--- src/rtl/ro_meas_sequencer.sv ---
// Ring-oscillator measurement sequencer: heat-up, gated count window, settle,
// word handshake and cool-down, repeated for the requested number of readouts.
module ro_meas_sequencer #(
   parameter int CNT_WIDTH     = 32,
   parameter int SETTLE_CYCLES = 4
) (
   input  logic                 CLK,
   input  logic                 RESETN,
   input  logic                 DECOUPLE,
   input  logic [31:0]          meas_cmd,
   input  logic [31:0]          meas_mode,
   input  logic [31:0]          meas_time,
   input  logic [31:0]          meas_readouts,
   input  logic [31:0]          meas_heatup,
   input  logic [31:0]          meas_cooldown,
   input  logic                 transfer_en,
   input  logic [CNT_WIDTH-1:0] cnt_value,
   output logic                 ro_enable,
   output logic                 cnt_clear,
   output logic                 cnt_gate,
   output logic                 data_en,
   output logic [CNT_WIDTH-1:0] data_out,
   output logic                 transfer_active,
   output logic                 meas_done
);

   typedef enum logic [2:0] {
      S_IDLE   = 3'd0,
      S_HEAT   = 3'd1,
      S_CLEAR  = 3'd2,
      S_GATE   = 3'd3,
      S_SETTLE = 3'd4,
      S_XFER   = 3'd5,
      S_COOL   = 3'd6,
      S_DONE   = 3'd7
   } state_t;

   localparam logic [31:0] SETTLE_LOAD = 32'(SETTLE_CYCLES - 1);

   state_t      state_r;
   state_t      nxt_state_s;
   logic [31:0] cnt_r;
   logic [31:0] nxt_cnt_s;
   logic [31:0] rd_cnt_r;
   logic        mode_r;
   logic [31:0] time_r;
   logic [31:0] readouts_r;
   logic [31:0] heatup_r;
   logic [31:0] cooldown_r;
   logic        cmd0_q_r;
   logic        arm_r;

   logic        abort_s;
   logic        start_s;
   logic        load_s;
   logic        consume_s;
   logic        capture_s;
   logic        rearm_heat_s;
   logic        unused_bits_s;

   assign abort_s      = meas_cmd[1] | DECOUPLE;
   // arm_r keeps a start level held across reset from looking like a fresh edge
   assign start_s      = meas_cmd[0] & ~cmd0_q_r & arm_r & ~abort_s;
   assign rearm_heat_s = ~mode_r & (heatup_r != 32'd0);
   assign unused_bits_s = ^{meas_cmd[31:2], meas_mode[31:1]};

   // Next-state and down-counter reload logic
   always_comb begin
      nxt_state_s = state_r;
      nxt_cnt_s   = cnt_r;
      load_s      = 1'b0;
      consume_s   = 1'b0;
      capture_s   = 1'b0;
      if (abort_s) begin
         nxt_state_s = S_IDLE;
         nxt_cnt_s   = 32'd0;
      end else begin
         case (state_r)
            S_IDLE, S_DONE: begin
               if (start_s) begin
                  load_s = 1'b1;
                  if (meas_readouts == 32'd0) begin
                     nxt_state_s = S_DONE;
                  end else if (meas_heatup != 32'd0) begin
                     nxt_state_s = S_HEAT;
                     nxt_cnt_s   = meas_heatup - 32'd1;
                  end else begin
                     nxt_state_s = S_CLEAR;
                  end
               end else begin
                  nxt_state_s = state_r;
               end
            end
            S_HEAT: begin
               if (cnt_r == 32'd0) begin
                  nxt_state_s = S_CLEAR;
               end else begin
                  nxt_cnt_s = cnt_r - 32'd1;
               end
            end
            S_CLEAR: begin
               nxt_state_s = S_GATE;
               nxt_cnt_s   = (time_r == 32'd0) ? 32'd0 : time_r - 32'd1;
            end
            S_GATE: begin
               if (cnt_r == 32'd0) begin
                  nxt_state_s = S_SETTLE;
                  nxt_cnt_s   = SETTLE_LOAD;
               end else begin
                  nxt_cnt_s = cnt_r - 32'd1;
               end
            end
            S_SETTLE: begin
               if (cnt_r == 32'd0) begin
                  nxt_state_s = S_XFER;
                  capture_s   = 1'b1;
               end else begin
                  nxt_cnt_s = cnt_r - 32'd1;
               end
            end
            S_XFER: begin
               if (transfer_en) begin
                  consume_s = 1'b1;
                  if (cooldown_r != 32'd0) begin
                     nxt_state_s = S_COOL;
                     nxt_cnt_s   = cooldown_r - 32'd1;
                  end else if ((rd_cnt_r + 32'd1) < readouts_r) begin
                     nxt_state_s = rearm_heat_s ? S_HEAT : S_CLEAR;
                     nxt_cnt_s   = rearm_heat_s ? heatup_r - 32'd1 : cnt_r;
                  end else begin
                     nxt_state_s = S_DONE;
                  end
               end else begin
                  nxt_state_s = S_XFER;
               end
            end
            S_COOL: begin
               if (cnt_r != 32'd0) begin
                  nxt_cnt_s = cnt_r - 32'd1;
               end else if (rd_cnt_r < readouts_r) begin
                  nxt_state_s = rearm_heat_s ? S_HEAT : S_CLEAR;
                  nxt_cnt_s   = rearm_heat_s ? heatup_r - 32'd1 : cnt_r;
               end else begin
                  nxt_state_s = S_DONE;
               end
            end
            default: begin
               nxt_state_s = S_IDLE;
               nxt_cnt_s   = 32'd0;
            end
         endcase
      end
   end

   // State, shadow parameters, counters and registered outputs
   always_ff @(posedge CLK or negedge RESETN) begin
      if (!RESETN) begin
         state_r         <= S_IDLE;
         cnt_r           <= 32'd0;
         rd_cnt_r        <= 32'd0;
         mode_r          <= 1'b0;
         time_r          <= 32'd0;
         readouts_r      <= 32'd0;
         heatup_r        <= 32'd0;
         cooldown_r      <= 32'd0;
         cmd0_q_r        <= 1'b0;
         arm_r           <= 1'b0;
         ro_enable       <= 1'b0;
         cnt_clear       <= 1'b0;
         cnt_gate        <= 1'b0;
         data_en         <= 1'b0;
         data_out        <= {CNT_WIDTH{1'b0}};
         transfer_active <= 1'b0;
         meas_done       <= 1'b0;
      end else begin
         cmd0_q_r <= meas_cmd[0];
         arm_r    <= arm_r | ~meas_cmd[0];
         state_r  <= nxt_state_s;
         cnt_r    <= nxt_cnt_s;
         if (load_s) begin
            mode_r     <= meas_mode[0];
            time_r     <= meas_time;
            readouts_r <= meas_readouts;
            heatup_r   <= meas_heatup;
            cooldown_r <= meas_cooldown;
            rd_cnt_r   <= 32'd0;
         end else if (consume_s) begin
            rd_cnt_r <= rd_cnt_r + 32'd1;
         end else begin
            rd_cnt_r <= rd_cnt_r;
         end
         if (abort_s) begin
            data_out <= {CNT_WIDTH{1'b0}};
         end else if (capture_s) begin
            data_out <= cnt_value;
         end else begin
            data_out <= data_out;
         end
         ro_enable       <= (nxt_state_s == S_HEAT) || (nxt_state_s == S_CLEAR) ||
                            (nxt_state_s == S_GATE) || (nxt_state_s == S_SETTLE);
         cnt_clear       <= (nxt_state_s == S_CLEAR);
         cnt_gate        <= (nxt_state_s == S_GATE);
         data_en         <= (nxt_state_s == S_XFER);
         transfer_active <= (nxt_state_s != S_IDLE) && (nxt_state_s != S_DONE);
         meas_done       <= (nxt_state_s == S_DONE);
      end
   end

endmodule

--- config.mk ---
export PLATFORM = sky130hd
export DESIGN_NAME = ro_meas_sequencer
export DESIGN_NICKNAME = d
export VERILOG_FILES = /design/src/rtl/ro_meas_sequencer.sv
export SDC_FILE = /design/constraint.sdc
export NUM_CORES = 1
export LEC_CHECK = 0
export BUFFER_PORTS_ARGS = -buffer_cell sky130_fd_sc_hd__buf_4
export CAP_MARGIN = 20
export CORE_UTILIZATION = 55
export CTS_CLUSTER_DIAMETER = 150
export DETAILED_ROUTE_END_ITERATION = 10
export PLACE_DENSITY = 0.77
export SETUP_SLACK_MARGIN = 0.5
export SKIP_LAST_GASP = 1
export SLEW_MARGIN = 10
export SYNTH_ARGS = -nofsm -noshare
export SYNTH_HDL_FRONTEND = slang
export SYNTH_SLANG_ARGS = --single-unit
--- constraint.sdc ---
create_clock -name CLK -period 10.25 [get_ports CLK]
set_input_delay 0.5125 -clock CLK [delete_from_list [all_inputs] [get_ports CLK]]
set_output_delay 0.5125 -clock CLK [all_outputs]
set_load 0.1 [all_outputs]
# After elaboration in Yosys (flattened, before gate mapping)
# Cells that the tools add are included.
# classes
add_sub_neg	6
n_mul	0
div_mod_pow	0
magnitude_cmp	2
n_eq_ne	21
n_shift	0
mux	41
bitwise	10
reduce_logical	18
# op_table
operator	n
32-bit 2-to-1 mux	17
32-bit case mux with 6 select lines	1
32-bit by 1-bit subtractor with 32-bit output (second input constant)	5
32-bit nonzero test	4
32-bit logical NOT	3
32-bit less-than comparator	2
3-bit 2-to-1 mux	11
32-bit by 1-bit adder with 32-bit output (second input constant)	1
3-bit equality test (second input constant)	7
3-bit case mux with 7 select lines	1
3-bit != test (second input constant)	6
3-bit by 2-bit equality test with 1-bit output (second input constant)	4
1-bit 2-to-1 mux	9
4-bit != test (second input constant)	2
7-bit AND reduction	1
3-bit by 1-bit equality test with 1-bit output (second input constant)	2
1-bit AND	4
2-bit 2-to-1 mux	2
1-bit inverter	4
2-bit nonzero test	2
2-bit OR reduction	2
3-bit logical NOT	1
1-bit logical OR	3
3-bit nonzero test	1
2 further kinds	3
# totals
register_bits	236
latchBits	0
mem_bits_rw	0
romBits	0
input_bits	228
output_inout_bits	38
wordCells	115
n_memories	0

# Longest topological paths before layout
# depth
ltp_word	12
ltp_mapped	21
depth_no_buf	16

# Least setup slack after synthesis
# OpenSTA, ideal clock, no wires.
# synth_timing
path_type	flip-flop to flip-flop
start	reg rd_cnt_r[2]
end	reg ro_enable
setup_ns	0.077
arrival_ns	4.275
required_ns	10.173
slack_ns	5.898
path_stages_with_launch	20
n_path_buf	3
period_less_slack_ns	4.352
path_cell_list	dfrtp_1 > and4_1 > and2_1 > clkbuf_1 > and3_1 > and2_1 > clkbuf_1 > and3_1 > clkbuf_1 > nand3_1 > xnor2_1 > ha_1 > o21ai_0 > o21ai_0 > a221o_1 > nand2b_1 > o31ai_1 > o311ai_2 > or4_1 > a21oi_1
# synth_between
elab_chain_cells	11
word_cells_on_any_way	17
classes_between	1 x add/sub; 2 x order compare; 4 x eq/ne; 7 x mux; 3 x reduce/logical
# synth_lines
item	line_no	rtl
start: declaration	44	logic [31:0] rd_cnt_r;
start signal: assignment	188	rd_cnt_r <= rd_cnt_r + 32'd1;
start signal: assignment	190	rd_cnt_r <= rd_cnt_r;
32-bit by 1-bit adder with 32-bit output	127	end else if ((rd_cnt_r + 32'd1) < readouts_r) begin
32-bit less-than comparator	127	
3-bit 2-to-1 mux	127	
3-bit 2-to-1 mux	124	if (cooldown_r != 32'd0) begin
3-bit 2-to-1 mux	122	if (transfer_en) begin
3-bit case mux with 7 select lines *	78	case (state_r)
3-bit 2-to-1 mux *	74	if (abort_s) begin
named net nxt_state_s[1]	41	state_t nxt_state_s;
3-bit by 1-bit equality test with 1-bit output / 3-bit by 2-bit equality test with 1-bit output (equally long branches)	199	ro_enable <= (nxt_state_s == S_HEAT) || (nxt_state_s == S_CLEAR) ||
1-bit logical OR (2 in a row)	199	
1-bit logical OR *	200	(nxt_state_s == S_GATE) || (nxt_state_s == S_SETTLE);
end signal: assignment	199	
end: declaration	18	output logic ro_enable,
# The timed path passes the listed nets; every way through them passes the cells marked *.
# A chain may end at the register's enable or synchronous reset.

# Final worst setup path
# layout_timing
start	reg rd_cnt_r[6]
end	reg cnt_r[16]
# layout_between
elab_chain_cells	4
word_cells_on_any_way	6
classes_between	1 x add/sub; 2 x order compare; 2 x eq/ne; 1 x reduce/logical
# layout_lines
item	line_no	rtl
32-bit by 1-bit adder with 32-bit output	127	
32-bit less-than comparator	127	
4-bit != test (no line)	n/a	
7-bit AND reduction (no line) *	n/a	
end signal: assignment	179	cnt_r <= nxt_cnt_s;
end: declaration	42	logic [31:0] cnt_r;
# Mark *: on every way between the ends. The rest lies on a longest branch, timed or not.

==> metrics.csv <==
stage;metric;value;unit
layout;layout-drive-gt1-share;19.3;%
route;first_iter_violations;1409;
die;initial_core_util;55.9;%
synthesis;ys_warn_count;0;
route;totalWireLength;44.4;mm
timing;tightestPinTransition;1.16;ns
placement;place_congestion;0.977;
timing;slew-limit-headroom;22.5;%
global_route;met1_usage;45.3;%
global_route;use_met3;6.58;%
layout;fin_area;0.0182;sq mm
clock_tree;clock_latency;0.53;ns
flow_run;drv_cap;0;
hold_path;hold_path.class;in -> async;
route;vias;14137;
clock_tree;cts_sinks;236;
setup_path;path_max_fanout;45;
synthesis;synth_area_leaders;dfrtp_1, nand2_1, mux2_2;
synthesis;async_reset_ff_share;100;%
synthesis;postSynthAreaPerCell;8.76;sq um
setup_path;crit_type;reg -> reg;
setup_path;cp.arrival;5.75;ns
layout;antenna_cells;0;
synthesis;synth_top_area_share;38.0;%
synthesis;syn-cell-area;0.0155;sq mm
layout;fillers;2340;
route;ant_nets;0;
placement;io_buffers;204;
global_route;grt-ovfl-total;0;
setup_path;worst_ep_required_time;10.67;ns
route;vias_per_cell;6.07;
die;die_h;170;um
timing;slew_violations;0;
timing;setup-tns-final;0;ns
global_route;grt_pass1_wl;71.0;mm
clock_tree;tritoncts;built;
synthesis;ys_ff_latch;236;
layout;area_growth;17.3;%
synthesis;syn_inst;1773;
power;leakage;7.84;nW
clock_tree;cts_buffers;27;
route;drc;0;
timing;setup_viol;0;
global_route;busiest_layer;met2;
synthesis;synth_top_area_cell;dfrtp_1;
timing;rsz0062_at_grt;false;
synthesis;yosysUniqueCellTypes;70;
clock_tree;hold_buffers;0;
die;ios;266;
die;die_area;0.0289;sq mm
clock_tree;cts_root_buf;clkbuf_16;
layout;fin_nets;2229;
global_route;track_usage;30.8;%
clock_tree;post_cts_buffers;0;
power;ir_drop;0.155;mV
synthesis;seq_area_frac_synth;38.0;%
placement;dp_hpwl;31.9;mm
placement;placed_area;0.0173;sq mm
timing;hold_viol;0;
global_route;antenna_found_initial;0;
global_route;first_global_vias;13612;
synthesis;syn-num-nets;2071;
timing;clock_skew;0.0117;ns
setup_path;worstSetupEndpointType;flip-flop;
die;die_w;170;um
die;core;0.0278;sq mm
clock_tree;htreeDepth;1;
synthesis;synth_edf_count;0;
clock_tree;clkTransAtPathRegs;0.06;ns
die;fp-row-count;61;
run_status;status;complete, no violations;
clock_tree;cts_resized;0;
route;post_drt_wl_per_cell;19.1;um
global_route;grt_max_degree;120;
power;powerDensity;178;mW/mm^2
setup_path;start_kind;flip-flop;
timing;fin_crit;5.33;ns
timing;fmax;188;MHz
timing;min_period_over_period;52.0;%
route;dr.pass1.iters;8;
global_route;met2_usage;46.1;%
clock_tree;cts_buffer_depth;3;
synthesis;ys.flop_type;dfrtp_1;
Yosys cell counts (53+ instances only):
| cell | instances |
|---|---|
| o21ai_0 | 135 |
| xnor2_1 | 75 |
| xor2_1 | 91 |
| dfrtp_1 | 236 |
| nand2_1 | 271 |
| mux2_2 | 90 |
| inv_1 | 53 |
| nor2_1 | 107 |
| a21oi_1 | 93 |
| ha_1 | 70 |
| nor4_1 | 63 |
| clkbuf_1 | 65 |
registers in the layout, indices dropped and copies added (netlist names):
register         count
state_r              3
heatup_r            32
cnt_r               32
readouts_r          32
arm_r                1
mode_r               1
rd_cnt_r            32
meas_done            1
cnt_gate             1
data_en              1
transfer_active      1
data_out            32
time_r              32
cooldown_r          32
cnt_clear            1
cmd0_q_r             1
ro_enable            1
final timing paths:
kind                                         endpoint  slack, ns               startpoint  depth (start not counted)
min in group CLK                   cmd0_q_r$_DFF_PN0_       0.11              meas_cmd[0]                          1
min reg2reg                           arm_r$_DFF_PN0_       0.47          arm_r$_DFF_PN0_                          1
max in group asynchronous  cooldown_r[15]$_DFFE_PN0P_       8.11                   RESETN                          3
max reg2reg                     cnt_r[16]$_DFFE_PN0P_       4.92  rd_cnt_r[6]$_DFFE_PN0P_                         16
max                             cnt_r[16]$_DFFE_PN0P_       4.92  rd_cnt_r[6]$_DFFE_PN0P_                         16
min                          data_out[11]$_DFFE_PN0P_       0.05                   RESETN                          1
cell families (layout without fill, tap and decap cells):
family,count (synthesis),after routing,synth area share [%]
xor+xnor,166,166,9.36
compound gates,390,390,15.4
flops,236,236,38.0
mux,94,94,6.78
buf+inv,144,322,3.68
simple gates,673,673,21.1
fa+ha+maj,70,70,5.64
metrics by stage:
step / power (mW) / worst slack [ns] / hold slack (ns) / std cells / util, %
after CTS: 3.23 / 5.02 / 0.0902 / 2326 / 65.5
after global placement: 2.22 / 5.13 / 0.451 / 2277 / 62.3
after global routing: 3.42 / 4.48 / 0.0966 / 2329 / 65.6
final: 3.24 / 4.92 / 0.0547 / 2329 / 65.6
after detailed placement: 2.26 / 5.05 / 0.456 / 2277 / 62.3
after floorplan: 1.93 / 5.90 / 0.217 / 1773 / -
per-layer routing:
metal,vias to the layer above,share of wire (%)
met3,64,9.4
met2,623,43
met4,0,2.1
met5,-,0
li1,6693,-
met1,6757,46
worst max-delay path: stages, from the launching register on:
cell and delay, ns:
dfrtp_1 0.49, and4_1 0.36, nand4_1 0.19, nor4bb_1 0.91
and2_1 0.36, and3_1 0.24, xor2_1 0.20, ha_1 0.27
nand4_1 0.11, nor3_1 0.07, o21ai_0 0.16, a31oi_1 0.17
o211ai_1 0.26, o211a_1 0.17, buf_4 0.40, nand2_1 0.43
o32ai_1 0.41
final cells by class:
type / instances / area [sq um] / area share [%]
clock buffer: 37 / 763 / 4.19
clock inverter: 12 / 124 / 0.680
inverter: 53 / 199 / 1.09
multi-input combinational: 1393 / 9090 / 49.9
sequential: 236 / 5910 / 32.4
tap: 378 / 473 / 2.59
timing repair buffer: 220 / 1680 / 9.20
power by group:
| group | leakage, nW | internal (mW) | switching (mW) |
|---|---|---|---|
| combinational | 4.38 | 0.413 | 0.560 |
| sequential | 3.04 | 1.10 | 0.201 |
| clock | 0.427 | 0.570 | 0.397 |
placed cells by master, fill, tap and decap left out, drive strengths merged, types with 5 or more instances in the layout:
cell type    n
nand2      271
dfrtp      236
buf        219
o21ai      137
nor2       107
a21oi       93
xor2        91
mux2        90
xnor2       75
ha          70
nor4        64
inv         53
nor3        50
o22ai       38
clkbuf      38
nand3       30
o211ai      24
or3         23
or4         21
nand4       20
and3        15
a211oi      15
a22oi       14
nand2b      13
and2        11
o31ai       10
or2         10
nor3b        9
and4         8
nor4b        6
o2bb2ai      6
clkinv       6
a31oi        5
a221oi       5
o41ai        5
(Power assumes the default switching activity.)
